### config.mk
export PLATFORM = sky130hd
export DESIGN_NAME = param_scan_mux_flat
export DESIGN_NICKNAME = d
export VERILOG_FILES = /design/src/rtl/param_scan_mux_if.sv /design/src/rtl/param_scan_mux.sv /design/src/flat_wrapper.sv
export SDC_FILE = /design/constraint.sdc
export NUM_CORES = 1
export LEC_CHECK = 0
export ABC_AREA = 1
export CORE_MARGIN = 1.5
export CORE_UTILIZATION = 36
export CTS_BUF_LIST = sky130_fd_sc_hd__clkbuf_4 sky130_fd_sc_hd__clkbuf_8
export DETAILED_ROUTE_END_ITERATION = 8
export GPL_TIMING_DRIVEN = 0
export PLACE_DENSITY = 0.77
export REMOVE_ABC_BUFFERS = 1
export SLEW_MARGIN = 20
export SYNTH_ARGS = -nofsm -noshare
export SYNTH_HDL_FRONTEND = slang
export SYNTH_SLANG_ARGS = --single-unit
export TNS_END_PERCENT = 10
### constraint.sdc
create_clock -name clk -period 1.05 [get_ports clk]
set_input_delay 0.105 -clock clk [delete_from_list [all_inputs] [get_ports clk]]
set_output_delay 0.105 -clock clk [all_outputs]
set_load 0.01 [all_outputs]
### src/rtl/param_scan_mux_if.sv
// Bus bundle for param_scan_mux: packed channel data in, registered sample out.
// Optional feature macro: SCAN_MUX_MASK_EN adds the chan_mask input.
// The master modport is the source/consumer side and the slave modport is the mux.
interface param_scan_mux_if #(
    parameter int unsigned N  = 4,
    parameter int unsigned W  = 4,
    parameter int unsigned SW = $clog2(N)
);
    logic [N*W-1:0] d;
    logic [SW-1:0]  sel;
    logic           mode;
    logic           en;
    logic [W-1:0]   q;
    logic [SW-1:0]  q_ch;
    logic           q_valid;
    logic           q_ready;
    logic           sel_err;
`ifdef SCAN_MUX_MASK_EN
    logic [N-1:0]   chan_mask;

    modport master (
        output d, sel, mode, en, q_ready, chan_mask,
        input  q, q_ch, q_valid, sel_err
    );
    modport slave (
        input  d, sel, mode, en, q_ready, chan_mask,
        output q, q_ch, q_valid, sel_err
    );
`else
    modport master (
        output d, sel, mode, en, q_ready,
        input  q, q_ch, q_valid, sel_err
    );
    modport slave (
        input  d, sel, mode, en, q_ready,
        output q, q_ch, q_valid, sel_err
    );
`endif
endinterface

### src/rtl/param_scan_mux.sv
// N-channel, W-bit registered mux with manual select and round-robin auto-scan.
// Output is a registered sample with a valid/ready handshake.
// Optional feature macro: SCAN_MUX_MASK_EN (per-channel scan mask via bus.chan_mask).
module param_scan_mux #(
    parameter int unsigned N     = 4,
    parameter int unsigned W     = 4,
    parameter int unsigned DWELL = 1,
    localparam int unsigned SW   = $clog2(N)
) (
    input logic              clk,
    input logic              rst_n,
    param_scan_mux_if.slave  bus
);

    localparam int unsigned DW = (DWELL > 1) ? $clog2(DWELL) : 1;

    typedef enum logic {StManual, StScan} state_e;

    state_e         state_q, state_d;
    logic [W-1:0]   q_q, q_d;
    logic [SW-1:0]  q_ch_q, q_ch_d;
    logic           q_valid_q, q_valid_d;
    logic           sel_err_q, sel_err_d;
    logic [SW-1:0]  scan_ptr_q, scan_ptr_d;
    logic [DW-1:0]  dwell_cnt_q, dwell_cnt_d;

    logic           load;
    logic           scan_gate;
    logic           sel_oor;
    logic [SW-1:0]  ch;
    logic [W-1:0]   ch_data;
    logic [SW-1:0]  ptr_next;
    logic [SW-1:0]  ptr_start;

`ifdef SCAN_MUX_MASK_EN
    // Lowest set mask bit; 0 when the mask is empty.
    function automatic logic [SW-1:0] first_set(input logic [N-1:0] m);
        logic [SW-1:0] r;
        r = '0;
        for (int i = N - 1; i >= 0; i--) begin
            if (m[i]) r = SW'(i);
        end
        return r;
    endfunction

    // Next set mask bit above p with wrap; stays on p if no other bit is set.
    function automatic logic [SW-1:0] next_set(input logic [SW-1:0] p, input logic [N-1:0] m);
        logic [SW-1:0] r;
        int unsigned   idx;
        r = p;
        for (int unsigned i = N - 1; i >= 1; i--) begin
            idx = (32'(p) + i) % N;
            if (m[idx]) r = SW'(idx);
        end
        return r;
    endfunction
`endif

    // Channel choice, data extraction and load qualification.
    always_comb begin
        ch      = (state_q == StScan) ? scan_ptr_q : bus.sel;
        sel_oor = (state_q == StManual) && (32'(bus.sel) >= N);
        // Out-of-range indices match no channel and yield zero data.
        ch_data = '0;
        for (int k = 0; k < N; k++) begin
            if (ch == SW'(k)) ch_data = bus.d[k*W +: W];
        end
`ifdef SCAN_MUX_MASK_EN
        scan_gate = (state_q != StScan) || bus.chan_mask[scan_ptr_q];
        ptr_next  = next_set(scan_ptr_q, bus.chan_mask);
        ptr_start = first_set(bus.chan_mask);
`else
        scan_gate = 1'b1;
        ptr_next  = (scan_ptr_q == SW'(N - 1)) ? '0 : scan_ptr_q + 1'b1;
        ptr_start = '0;
`endif
        load = bus.en && (!q_valid_q || bus.q_ready) && scan_gate;
    end

    // Next-state: output sample, handshake, mode FSM and scan sequencer.
    always_comb begin
        state_d     = state_q;
        q_d         = q_q;
        q_ch_d      = q_ch_q;
        q_valid_d   = q_valid_q;
        sel_err_d   = 1'b0;
        scan_ptr_d  = scan_ptr_q;
        dwell_cnt_d = dwell_cnt_q;

        if (load) begin
            q_d       = ch_data;
            q_ch_d    = ch;
            q_valid_d = 1'b1;
            sel_err_d = sel_oor;
        end else if (q_valid_q && bus.q_ready) begin
            q_valid_d = 1'b0;
        end

        case (state_q)
            StManual: begin
                if (bus.mode) begin
                    state_d     = StScan;
                    scan_ptr_d  = ptr_start;
                    dwell_cnt_d = '0;
                end
            end
            StScan: begin
                if (!bus.mode) state_d = StManual;
                if (load) begin
                    if (dwell_cnt_q == DW'(DWELL - 1)) begin
                        dwell_cnt_d = '0;
                        scan_ptr_d  = ptr_next;
                    end else begin
                        dwell_cnt_d = dwell_cnt_q + 1'b1;
                    end
                end
            end
            default: state_d = StManual;
        endcase
    end

    // State registers with asynchronous active-low reset.
    always_ff @(posedge clk or negedge rst_n) begin
        if (!rst_n) begin
            state_q     <= StManual;
            q_q         <= '0;
            q_ch_q      <= '0;
            q_valid_q   <= 1'b0;
            sel_err_q   <= 1'b0;
            scan_ptr_q  <= '0;
            dwell_cnt_q <= '0;
        end else begin
            state_q     <= state_d;
            q_q         <= q_d;
            q_ch_q      <= q_ch_d;
            q_valid_q   <= q_valid_d;
            sel_err_q   <= sel_err_d;
            scan_ptr_q  <= scan_ptr_d;
            dwell_cnt_q <= dwell_cnt_d;
        end
    end

    assign bus.q       = q_q;
    assign bus.q_ch    = q_ch_q;
    assign bus.q_valid = q_valid_q;
    assign bus.sel_err = sel_err_q;

endmodule

### src/flat_wrapper.sv
// flat-port wrapper written by rule: the top's interface ports become plain ports
module param_scan_mux_flat 
#(
    parameter int unsigned N     = 4,
    parameter int unsigned W     = 4,
    parameter int unsigned DWELL = 1,
    localparam int unsigned SW   = $clog2(N)
)
  (clk, rst_n, bus_d, bus_sel, bus_mode, bus_en, bus_q_ready, bus_q, bus_q_ch, bus_q_valid, bus_sel_err);
  param_scan_mux_if #(.N(N), .W(W)) bus_i ();
  input logic clk;
  input logic rst_n;
  input wire logic [$bits(bus_i.d)-1:0] bus_d;
  input wire logic [$bits(bus_i.sel)-1:0] bus_sel;
  input wire logic [$bits(bus_i.mode)-1:0] bus_mode;
  input wire logic [$bits(bus_i.en)-1:0] bus_en;
  input wire logic [$bits(bus_i.q_ready)-1:0] bus_q_ready;
  output wire logic [$bits(bus_i.q)-1:0] bus_q;
  output wire logic [$bits(bus_i.q_ch)-1:0] bus_q_ch;
  output wire logic [$bits(bus_i.q_valid)-1:0] bus_q_valid;
  output wire logic [$bits(bus_i.sel_err)-1:0] bus_sel_err;
  assign bus_i.d = bus_d;
  assign bus_i.sel = bus_sel;
  assign bus_i.mode = bus_mode;
  assign bus_i.en = bus_en;
  assign bus_i.q_ready = bus_q_ready;
  assign bus_q = bus_i.q;
  assign bus_q_ch = bus_i.q_ch;
  assign bus_q_valid = bus_i.q_valid;
  assign bus_sel_err = bus_i.sel_err;
  param_scan_mux #(.N(N), .W(W), .DWELL(DWELL)) u_core (.clk(clk), .rst_n(rst_n), .bus(bus_i));
endmodule
==> key figures, run 1 <==
Worst setup path
  • Launch point of the worst reg-to-reg path: u_core.state_q
  • Reg2Reg Setup Slack: -0.1 ns
  • Setup crit end kind: flip-flop
  • WS Path Type: reg2reg
  • CP required: around 1.2 ns
  • Capturing point of the worst reg2reg path: u_core.bus.q[3]
  • Critical path arrival: about 1.3 ns
  • Kind of start point of the critical path: flip-flop
  • CP max FO: 6
  • Reg2reg path depth: 8

Detailed routing
  • DRT Pass-1 Iters: 4
  • Post-Route WL: between 1500 and 2000 um
  • DR DRC count: 0
  • DR vias: 669
  • Initial detailed-routing violation count: 10
  • Post-route ant nets: 0
  • Post-DR vias/cell: between 4 and 5
  • Wire length per cell: about 12 um

CTS
  • Total CTS buffers: 3
  • H-Tree Depth: 1
  • Worst skew pair latency: between 0.2 and 0.3 ns
  • CTS sink cnt: 10
  • Longest Clk Path Bufs: 2
  • Root Buffer: clkbuf_4
  • Clock slew at reported path FFs: around 0.070 ns
  • CTS tree: built

Power and ir drop
  • Maximum vdd drop: roughly 570 uV
  • LEAKAGE: 0.486 nW
  • Overall Power: between 1 and 1.5 mW
  • Pwr Density: ~1300 nW/um^2

Synth
  • Cell Area, Synth: roughly 600 um^2
  • Xor/xnor share of the synthesized area: 0%
  • Synth Area in Compound Gates: under 10%
  • Adder-cell share of the synthesized area: 0%
  • #FFs+latches synth: 10
  • Post-Syn Area per Cell: approximately 7.0 um^2
  • Synth warn: 0
  • Simple-Gate Fraction of Synth Area: 42.8%
  • Register area share after synthesis: 41.2%
  • Post-Synthesis Cells: slightly below 90
  • Netlist cell types: 14
  • Post-synthesis mux area share: 0%
  • Largest family of logic cells by synthesized area: simple AND/OR/NAND/NOR gates

Layout
  • Non-filler cells, final: 136
  • Post-route cell area: about 980 um^2
  • Diode count: 0
  • Layout fillers: about 140
  • Synthesis-to-layout area growth: 61.5%
  • Nets@finish: approximately 140
  • Share of layout cells above drive strength 1: 15.0%

Timing
  • Final Cycle Share: 109%
  • Final hold violations: 0
  • Final worst slack: -0.0964 ns
  • Fin. max-slew vios: 0
  • F_max: approximately 870 MHz
  • Final setup violation count: 5
  • Setup Skew: between 0.0003 and 0.0004 ns
  • Final min period: ~1.1 ns
  • Unrepaired setup endpoints after global routing: true

Global route
  • GRT Resource Usage Total: 17.8%
  • Antenna violations before repair: 0
  • First-pass GRT wire length: 2560 um
  • Largest net degree at the start of global routing: 12
  • GRT overflow: 0
  • Number of global-route vias before repair: between 600 and 700

Place
  • IO buf count: 29
  • HPWL Detailed: around 1100 um
  • Inst Count DP: between 100 and 150
  • Routability Congestion: slightly below 0.8
  • DP Area: between 900 and 1000 um^2

Floorplanning
  • Initial Util: between 30% and 40%
  • Die area: between 1500 and 2000 um^2
  • Chip width: roughly 44 um
  • Io pins: 31
  • Core ar.: around 1500 um^2
  • Rows: 14
  • Die height: roughly 44 um

Run
  • MaxCap Viol Count: 0

Min path
  • Hold Path Class: in2async

Status
  • Status: finished, violations left
  • Violated checks: setup timing
## cell type report
type,count,area [um^2],share of cell area [%]
multi-input cells,65,333,33.9
clock buffers,4,36.3,3.69
inverters,11,43.8,4.46
flip-flops and latches,10,251,25.6
repair buffers,30,298,30.3
well taps,16,20.0,2.04
## metrics by stage
stage          util [%]  hold slack, ns  setup TNS [ns]  setup slack, ns
3_5_place_dp       58.8           0.449           -2.48           -0.442
4_1_cts            60.9           0.164          -0.549           -0.115
2_1_floorplan         -          -0.191          -0.103          -0.0854
6_report           63.7           0.150          -0.369          -0.0964
5_1_grt            63.7           0.176          -0.855           -0.193
3_3_place_gp       58.8           0.441           -2.24           -0.393
## synthesized netlist by cell type (all sizes together)
cell type,n,share of area [%]
nand2,37,27
nor2,1,0.62
inv,11,6.8
conb,1,0.62
buf,2,2.1
nand3,13,11
dfrtp,10,41
o21ai,8,6.6
nand3b,4,4.9
## per-layer routing
layer,up-vias,track usage [%],wire length [um]
li1,340,-,-
met1,298,22.6,682
met2,29,29.7,803
met3,2,2.86,91
met4,0,7.88,19
met5,-,0,0
## worst max path at each step
stage                  startpoint              endpoint
6_report           u_core.state_q       u_core.bus.q[3]
4_1_cts            u_core.state_q       u_core.bus.q[0]
3_3_place_gp          bus_q_ready  u_core.scan_ptr_q[1]
5_1_grt            u_core.state_q       u_core.bus.q[0]
3_5_place_dp          bus_q_ready  u_core.scan_ptr_q[1]
2_1_floorplan  u_core.bus.q_valid  u_core.scan_ptr_q[1]
## repair_timing
item,CTS,global route
setup buffers,0,1
endpoints found under the setup margin,14,15
hold endpoints to repair,0,0
gates resized for setup,9,14
gates cloned,0,1
pin swaps,4,1
hold buffers,0,0
## state kept, by name (all words and copies together), names as in the netlist
| signal | cells |
|---|---|
| u_core.bus.q_ch | 2 |
| u_core.state_q | 1 |
| u_core.bus.q_valid | 1 |
| u_core.bus.q | 4 |
| u_core.scan_ptr_q | 2 |
## cell usage in the layout, fill, tap and decap left out
cell / n
nand2_4: 4
inv_1: 10
clkdlybuf4s15_1: 7
o21ai_0: 4
buf_4: 1
clkbuf_4: 3
clkbuf_8: 1
nand3b_1: 4
nand2_2: 6
inv_4: 1
nor2_2: 1
nand2_1: 28
clkdlybuf4s50_1: 22
o21ai_1: 4
dfrtp_1: 9
dfrtp_2: 1
nand3_1: 13
conb_1: 1
## kinds of logic after synthesis
logic type | count (synthesis)
compound gates | 8
other cells | 1
flops | 10
buf+inv | 13
simple gates | 55
## report_power, final
group          leakage (nW)  total, mW  switching, mW  internal [mW]
logic                 0.342      0.428          0.214          0.215
registers             0.124      0.499         0.0480          0.451
clock network        0.0210      0.346          0.135          0.210
## critical path: stages (launching register included)
cell and delay [ns]:
dfrtp_2 0.46, inv_4 0.10, nand2_2 0.08, nand2_4 0.10
nand3b_1 0.08, nand2_1 0.07, inv_1 0.04, nand2_1 0.06
nand2_1 0.04
Power figures use the tool's default switching activity.
==> run 2: changes to the inputs <==
Settings changed: SLEW_MARGIN 20 to 40.
==> results of run 2 <==
Same layout as run 1: the final DEF is identical, and so are final timing and power.
==> RTL edit, RTL diff (flow settings as in run 1) <==
Reset style: synchronous (`rst_n`), changed in one clocked block. Comments in the files are not updated.
--- a/src/rtl/param_scan_mux.sv
+++ b/src/rtl/param_scan_mux.sv
@@ -121,5 +121,5 @@
 
     // State registers with asynchronous active-low reset.
-    always_ff @(posedge clk or negedge rst_n) begin
+    always_ff @(posedge clk) begin
         if (!rst_n) begin
             state_q     <= StManual;
Check against the original RTL: differs if rst_n is asserted again (counterexample within 4 cycles, from zero or initial values and one cycle with rst_n low); with rst_n held inactive, the same outputs for 10 cycles.
==> RTL edit against run 1 <==
The run still ends with setup timing left; routed wire length decreased by 0.44%; design area increased by 2.2%; clock skew about the same; maximum frequency increased by 5.1%; synthesized cell count increased by 8.0%; sequential cell count unchanged; count of clock-buffer cells in the layout decreased by 1; synthesized area increased by 3.9%; total power decreased by 22%; non-clock buffer count unchanged; utilization decreased by 0.067 points; critical path depth decreased by 1; setup slack improved by 0.055 ns; largest power group unchanged.
==> RTL edit: results (changes against run 1) <==
| Metric | Value |
|---|---|
| Synthesized netlist cell count | 94 (was 87) |
| End of the worst register-to-register path | u_core.bus.q[1] (was u_core.bus.q[3]) |
| Combinational fraction of design power | 0.311 (was 0.336) |
| Sequential share of power | 0.428 (was 0.392) |
| Setup_tns | -0.129 ns (was -0.369 ns) |
| First-pass GRT wire length | 2540 microns (was 2560 microns) |
| Hpwl dp | 1130 microns (was 1120 microns) |
| Final setup vio count | 6 (was 5) |
| Final WL | 1590 microns (was 1600 microns) |
| Met2 wire length | 777 microns (was 803 microns) |
| Critical-path maximum fanout | 8 (was 6) |
| M1 wire length | 714 microns (was 682 microns) |
| Switching share of power | 0.297 (was 0.312) |
| Nets@finish | 151 (was 144) |
| Synth Flop Type | dfxtp_1 (was dfrtp_1) |
| DR iter-0 viols | 4 (was 10) |
| Async set-reset flop share out of synthesis | 0 (was 1.00) |
| Net Switching | 0.293 mW (was 0.397 mW) |
| Min-delay worst type | input pin to flip-flop (was input pin to async pin) |
| Via count | 702 (was 669) |
| Failing checks | setup timing (unchanged) |
| CP arrival | 1.24 ns (was 1.30 ns) |
| Pwr Density | 985 mW/mm^2 (was 1300 mW/mm^2) |
| Wire length on met3 | 75 microns (was 91 microns) |
| Status | complete, but fails checks (unchanged) |
| Post-route setup slack | -0.0412 ns (was -0.0964 ns) |
| RePlAce Congestion | 0.764 (was 0.787) |
| Dpl cells | 136 (was 130) |
| Post-synth top cells | nand2_1 (24), nand3_1 (13), dfxtp_1 (10), inv_1 (10), a21oi_1 (8) (was nand2_1 (32), nand3_1 (13), dfrtp_1 (10), inv_1 (10)) |
| Register area share after synthesis | 0.317 (was 0.412) |
| Layout cell share with drive strength beyond 1 | 0.184 (was 0.150) |
| Via density | 4.98 (was 4.92) |
-- RTL edit: layout make-up --
class	instances	share of cell area
sequential	10	0.203
tap	16	0.0200
timing repair buffer	30	0.288
multi-input combinational	67	0.400
inverter	15	0.0661
clock buffer	3	0.0224
-- RTL edit: cells by family after synthesis --
| kind of cell | count (synthesis) | synth area share |
|---|---|---|
| AOI/OAI and AO/OA | 16 | 0.131 |
| DFF | 10 | 0.317 |
| and+or+nand+nor | 48 | 0.374 |
| buffers and inverters | 18 | 0.152 |
| other | 1 | 0.00593 |
| adders and majority gates | 1 | 0.0198 |
-- RTL edit: layer usage --
layer / GRT usage / up-vias
li1: - / 363
met1: 0.185 / 312
met2: 0.307 / 25
met3: 0.0560 / 2
met4: 0.0765 / 0
met5: 0 / -
-- RTL edit: critical path: stages (launching register included) --
cell      delay [ns]
dfxtp_4         0.42
nand2_2         0.11
nand2_2         0.13
nand3b_1        0.09
nand2_1         0.06
clkinv_1        0.05
nand2_1         0.07
a21oi_1         0.05
-- RTL edit: how the worst min path moves through the flow --
stage,endpoint,slack [ns],start,cells past startpoint
2_1_floorplan,u_core.state_q,0.20,bus_mode,2
3_3_place_gp,u_core.bus.q[3],0.46,u_core.bus.q[3],2
3_5_place_dp,u_core.bus.q[3],0.46,u_core.bus.q[3],2
4_1_cts,u_core.state_q,0.40,bus_mode,3
5_1_grt,u_core.state_q,0.42,bus_mode,3
6_report,u_core.state_q,0.40,bus_mode,3
-- RTL edit: what timing repair did --
action                                 in CTS  in global routing
resized for setup                          20                  8
gates cloned                                0                  1
endpoints found under the hold margin       0                  0
setup endpoints to repair                  15                  6
pin swaps                                   0                  5
setup buffers                               0                  1
